**src/rtl/gsensor_spi_responder.sv**
```systemverilog
`timescale 1ns/1ps
// SPI mode-3 responder emulating the accelerometer's 64 x 8 register file; SPI pads oversampled on i_clk.
// Define GSENSOR_SPI_3WIRE_EN for 3-wire use (SDO enabled only during read data bytes).
module gsensor_spi_responder #(
  parameter int         SYNC_STAGES  = 2,
  parameter logic [7:0] DEVID_VALUE  = 8'hE5,
  parameter int         SCLK_MAX_DIV = 10
) (
  input  logic       i_clk,
  input  logic       i_rst,
  input  logic       i_spi_cs_n,
  input  logic       i_spi_sclk,
  input  logic       i_spi_sdi,
  output logic       o_spi_sdo,
  output logic       o_spi_sdo_oe,
  input  logic       i_reg_wr_en,
  input  logic [5:0] i_reg_wr_addr,
  input  logic [7:0] i_reg_wr_data,
  output logic       o_rx_valid,
  output logic [5:0] o_rx_addr,
  output logic [7:0] o_rx_data,
  output logic       o_busy
);

  // Each SCLK half period must cover synchronizer, edge detect and SDO update.
  if (SYNC_STAGES < 2 || SCLK_MAX_DIV < 2 * (SYNC_STAGES + 2)) begin : g_param_check
    $error("gsensor_spi_responder: SYNC_STAGES/SCLK_MAX_DIV out of range");
  end

  typedef enum logic [1:0] {IDLE, CMD, DATA} state_t;
  state_t state, state_nxt;

  logic [SYNC_STAGES-1:0] cs_sync, sclk_sync, sdi_sync, flush;
  logic       cs_s, sclk_s, sdi_s, cs_d, sclk_d, armed;
  logic       sclk_rise, sclk_fall, cs_fall;
  logic [2:0] bit_cnt;
  logic [6:0] shreg;
  logic [7:0] tx, rx_byte;
  logic       rd, mb, done;
  logic [5:0] addr;
  logic       shift_in, shift_out, cmd_done, data_done, spi_we, fab_we;
  logic [7:0] regs [0:63];

  assign cs_s      = cs_sync[SYNC_STAGES-1];
  assign sclk_s    = sclk_sync[SYNC_STAGES-1];
  assign sdi_s     = sdi_sync[SYNC_STAGES-1];
  assign sclk_rise = ~sclk_d & sclk_s;
  assign sclk_fall = sclk_d & ~sclk_s;
  // armed blocks a frame already in progress when reset released from starting mid-way
  assign cs_fall   = armed & cs_d & ~cs_s;
  assign rx_byte   = {shreg, sdi_s};
  assign spi_we    = data_done & ~rd & ~done & (addr != 6'd0);
  assign fab_we    = i_reg_wr_en & (i_reg_wr_addr != 6'd0) & ~(spi_we & (i_reg_wr_addr == addr));
  assign o_busy    = ~cs_s;

  always_ff @(posedge i_clk) begin
    if (i_rst) state <= IDLE;
    else       state <= state_nxt;
  end

  always_comb begin
    state_nxt = state;
    case (state)
      IDLE:    if (cs_fall) state_nxt = CMD;
      CMD:     if (cs_s) state_nxt = IDLE; else if (cmd_done) state_nxt = DATA;
      DATA:    if (cs_s) state_nxt = IDLE;
      default: state_nxt = IDLE;
    endcase
  end

  always_comb begin
    shift_in  = 1'b0;
    shift_out = 1'b0;
    cmd_done  = 1'b0;
    data_done = 1'b0;
    case (state)
      CMD: begin
        shift_in = sclk_rise & ~cs_s;
        cmd_done = shift_in & (bit_cnt == 3'd7);
      end
      DATA: begin
        shift_in  = sclk_rise & ~cs_s;
        data_done = shift_in & (bit_cnt == 3'd7);
        shift_out = sclk_fall & rd & ~cs_s;
      end
      default: ;
    endcase
  end

  always_ff @(posedge i_clk) begin
    if (i_rst) begin
      cs_sync <= '1; sclk_sync <= '1; sdi_sync <= '0; flush <= '0;
      cs_d <= 1'b1; sclk_d <= 1'b1; armed <= 1'b0;
      bit_cnt <= 3'd0; shreg <= 7'd0; tx <= 8'd0;
      rd <= 1'b0; mb <= 1'b0; done <= 1'b0; addr <= 6'd0;
      o_spi_sdo <= 1'b0; o_rx_valid <= 1'b0; o_rx_addr <= 6'd0; o_rx_data <= 8'd0;
    end else begin
      cs_sync   <= {cs_sync[SYNC_STAGES-2:0], i_spi_cs_n};
      sclk_sync <= {sclk_sync[SYNC_STAGES-2:0], i_spi_sclk};
      sdi_sync  <= {sdi_sync[SYNC_STAGES-2:0], i_spi_sdi};
      flush     <= {flush[SYNC_STAGES-2:0], 1'b1};
      cs_d      <= cs_s;
      sclk_d    <= sclk_s;
      if (flush[SYNC_STAGES-1] & cs_s) armed <= 1'b1;

      o_rx_valid <= spi_we;
      if (spi_we) begin
        o_rx_addr <= addr;
        o_rx_data <= rx_byte;
      end

      if (state == IDLE) bit_cnt <= 3'd0;
      else if (shift_in) begin
        bit_cnt <= bit_cnt + 3'd1;
        shreg   <= rx_byte[6:0];
      end

      if (cmd_done) begin
        rd   <= rx_byte[7];
        mb   <= rx_byte[6];
        addr <= rx_byte[5:0];
        done <= 1'b0;
        tx   <= rx_byte[7] ? regs[rx_byte[5:0]] : 8'h00;
      end else if (data_done) begin
        if (mb) addr <= addr + 6'd1;
        else    done <= 1'b1;
        tx <= (rd & mb) ? regs[addr + 6'd1] : 8'h00;
      end else if (shift_out) begin
        tx <= {tx[6:0], 1'b0};
      end

      if (shift_out) o_spi_sdo <= tx[7];
      else if (state != DATA || data_done || cs_s) o_spi_sdo <= 1'b0;
    end
  end

  always_ff @(posedge i_clk) begin
    if (i_rst) begin
      for (int i = 0; i < 64; i++) regs[i] <= (i == 0) ? DEVID_VALUE : 8'h00;
    end else begin
      if (fab_we) regs[i_reg_wr_addr] <= i_reg_wr_data;
      if (spi_we) regs[addr] <= rx_byte;
    end
  end

`ifdef GSENSOR_SPI_3WIRE_EN
  logic sdo_oe;
  always_ff @(posedge i_clk) begin
    if (i_rst) sdo_oe <= 1'b0;
    else if (cs_s || state == IDLE) sdo_oe <= 1'b0;
    else if (cmd_done & rx_byte[7]) sdo_oe <= 1'b1;
    else if (data_done & rd & ~mb) sdo_oe <= 1'b0;
  end
  assign o_spi_sdo_oe = sdo_oe;
`else
  assign o_spi_sdo_oe = o_busy;
`endif

endmodule

```
**config.mk**
```make
export PLATFORM = sky130hd
export DESIGN_NAME = gsensor_spi_responder
export DESIGN_NICKNAME = d
export VERILOG_FILES = /design/src/rtl/gsensor_spi_responder.sv
export SDC_FILE = /design/constraint.sdc
export NUM_CORES = 1
export LEC_CHECK = 0
export BUFFER_PORTS_ARGS = -buffer_cell sky130_fd_sc_hd__buf_2
export CAP_MARGIN = 20
export CORE_UTILIZATION = 58
export CTS_BUF_LIST = sky130_fd_sc_hd__clkbuf_8
export DETAILED_ROUTE_END_ITERATION = 8
export PLACE_DENSITY = 0.74
export SLEW_MARGIN = 20
export SYNTH_ARGS = -nofsm -noshare
export SYNTH_HDL_FRONTEND = slang
export SYNTH_SLANG_ARGS = --single-unit
```
**constraint.sdc**
```tcl
create_clock -name i_clk -period 4.2 [get_ports i_clk]
set_clock_uncertainty 0.05 [all_clocks]
set_input_delay 0.21 -clock i_clk [delete_from_list [all_inputs] [get_ports i_clk]]
set_output_delay 0.21 -clock i_clk [all_outputs]
set_load 0.05 [all_outputs]
```
==> results.ini <==
[run_status]
outcome = finished clean

[logic_synthesis]
syn_inst = 2192
synth_fp_nets = 2219
yosys.area.top_type_share_pct = 47.78
yosysMostFrequentCell = edfxtp_1
synth-seq-cells = 568
avgSynthCellArea_um2 = 14.68
synth_area_mm2 = 0.03218
ys_seq_area_share_pct = 51.26
synthTopCellsByCount = edfxtp_1, a22o_1, mux4_2, nor2_1, clkbuf_1
yosysWarnings = 0
synthDistinctLibCells = 61
async_reset_ff_share_pct = 0
yosys.area.top_type = edfxtp_1
synth-edff-count = 512
synth_area_leaders = edfxtp_1, mux4_2, a22o_1
synth_ff_type = edfxtp_1

[cts]
clkLatencyLatePin_ps = 730
postCtsHoldBufs = 5
clock-sinks = 568
htreeDepth = 3
cts_buffer_depth = 3
cts_tree = built
post_cts_buffers = 0
clk_pin_slew_worst_paths_ps = 60
cts_buffers = 93
ctsResizeCount = 0
root_buffer = clkbuf_8

[place]
hpwl_um = 72350
place_congestion = 0.9858
io_buffers = 37
dp.cells = 2910

[route]
drt_iter0_markers = 4327
drc_errors = 0
first_pass_iters = 7
vias_per_cell = 7.879
routed_wirelength_um = 111300
drtAntennaViolNets = 0
num_vias = 24339
post_drt_wl_per_cell_um = 36.02

[min_path]
hold_depth = 3
hp-class = in -> reg

[critical_path]
cp.arrival_ps = 4090
worstRegToRegCells = 9
crit_path_start_kind = flop
cp-end-kind = flop
crit_type = reg -> reg
worstPathMaxFanout = 9
crit_required_ps = 4550

[floorplan]
pin_count = 38
rows = 85
fp.dieH_um = 237.5
core_region_area_mm2 = 0.05435
initial_core_util_pct = 59.21
fp.dieW_um = 237.5
dieArea_mm2 = 0.05643

[power]
vdd_ir_drop_max_mv = 0.2801
p_per_area_mw_per_mm2 = 335.6
power_leakage_uw = 0.01189
total_power_uw = 11980

[sta]
fin_crit_ps = 3742
drv_slew = 0
slew_headroom_pct = 15.41
tightest_slew_ps = 1269
post-route-period-util_pct = 89.09
tns_ps = 0
grt_setup_unrepaired = no
finalHoldViolCount = 0
setup_viol = 0
max_freq_mhz = 267.2
hold_ws_ps = 149.4

[global_routing]
grt_pass1_wl_um = 160800
grt_use_total_pct = 39.90
overflow = 0
grt_max_degree = 75
antenna_found_initial = 6
grt_pass1_vias = 22651

[cells_and_area]
drive_above_1_share_pct = 28.76
area.sequential_mm2 = 0.01652
stdcell_count = 3089
fin_util_pct = 65.71
area_growth_pct = 10.96
multi_input_area_mm2 = 0.01469
nFillCells = 3813
nets = 2298

[flow_run]
cap_violations = 0

## power breakdown
part / internal, µW / leakage [µW] / total (µW) / switching [µW]
combinational: 268 / 0.00546 / 740 / 472
clock: 2310 / 0.000978 / 4650 / 2350
sequential: 6390 / 0.00545 / 6590 / 200
total: 8960 / 0.0119 / 12000 / 3020
## final cells by class
type                       instances  share of cell area, %
antenna                            3                0.02102
clock buffer                      95                  3.662
clock inverter                    76                  1.202
inverter                           9                0.09461
multi-input combinational       1373                  41.14
sequential                       568                  46.27
tap                              739                  2.589
timing repair buffer             226                  5.025
## critical path: stages (launching register included)
cell	delay, ps
dfxtp_1	360
ha_1	170
ha_1	170
nand3b_1	120
or2_0	340
or4_1	780
nand4_2	610
nor2_1	110
buf_4	190
or3_1	510
## registers in the layout, summed over array words and instances, names as in the netlist, 3 cells and up
name       count
addr           6
bit_cnt        3
o_rx_addr      6
o_rx_data      8
regs         512
shreg          7
tx             8
## routing by layer
metal / track usage [%] / part of all wire, %
met3: 11.15 / 15
met2: 59.57 / 44
met1: 53.24 / 33
met4: 22.01 / 6.7
met5: 0 / 0.065
## path summary, 6_finish.rpt
check / start / to / slack (ps)
setup / recovery: bit_cnt[0]$_SDFFE_PP0P_ / regs[39][2]$_DFFE_PP_ / 460
hold / removal: i_spi_sclk / sclk_sync[0]$_SDFF_PP1_ / 150
setup reg to reg: bit_cnt[0]$_SDFFE_PP0P_ / regs[39][2]$_DFFE_PP_ / 460
hold reg to reg: flush[0]$_DFF_P_ / flush[1]$_SDFF_PP0_ / 400
## stage by stage
| stage | worst slack (ps) | instance area, µm² |
|---|---|---|
| 2_1_floorplan | 391.4 | 32180 |
| 3_3_place_gp | 644.5 | 33910 |
| 3_5_place_dp | 582.9 | 33910 |
| 4_1_cts | 531.7 | 35700 |
| 5_1_grt | 341.1 | 35700 |
| 6_report | 458.2 | 35710 |
## cells in the final DEF, fill, tap and decap left out, types with 12 or more instances in the layout
cell type,n
edfxtp_1,512
a22o_1,505
mux4_2,289
nor2_1,173
buf_4,171
mux2i_1,102
clkbuf_8,95
or3_1,77
dfxtp_1,47
buf_2,36
inv_1,30
nand2_1,30
clkinv_1,28
a21oi_1,19
clkinv_2,18
a22oi_1,15
nor2b_1,14
buf_12,14
nand3_1,12
## logic make-up after synthesis
group	synth area share, %
adder cells (fa/ha/maj)	0.2722
AND/OR/NAND/NOR	5.980
flip-flops	51.26
buffers and inverters	3.208
multiplexers	23.43
XOR/XNOR	0.3810
AO/OA/AOI/OAI	15.46
No activity file was read; power rests on OpenSTA's default activity.
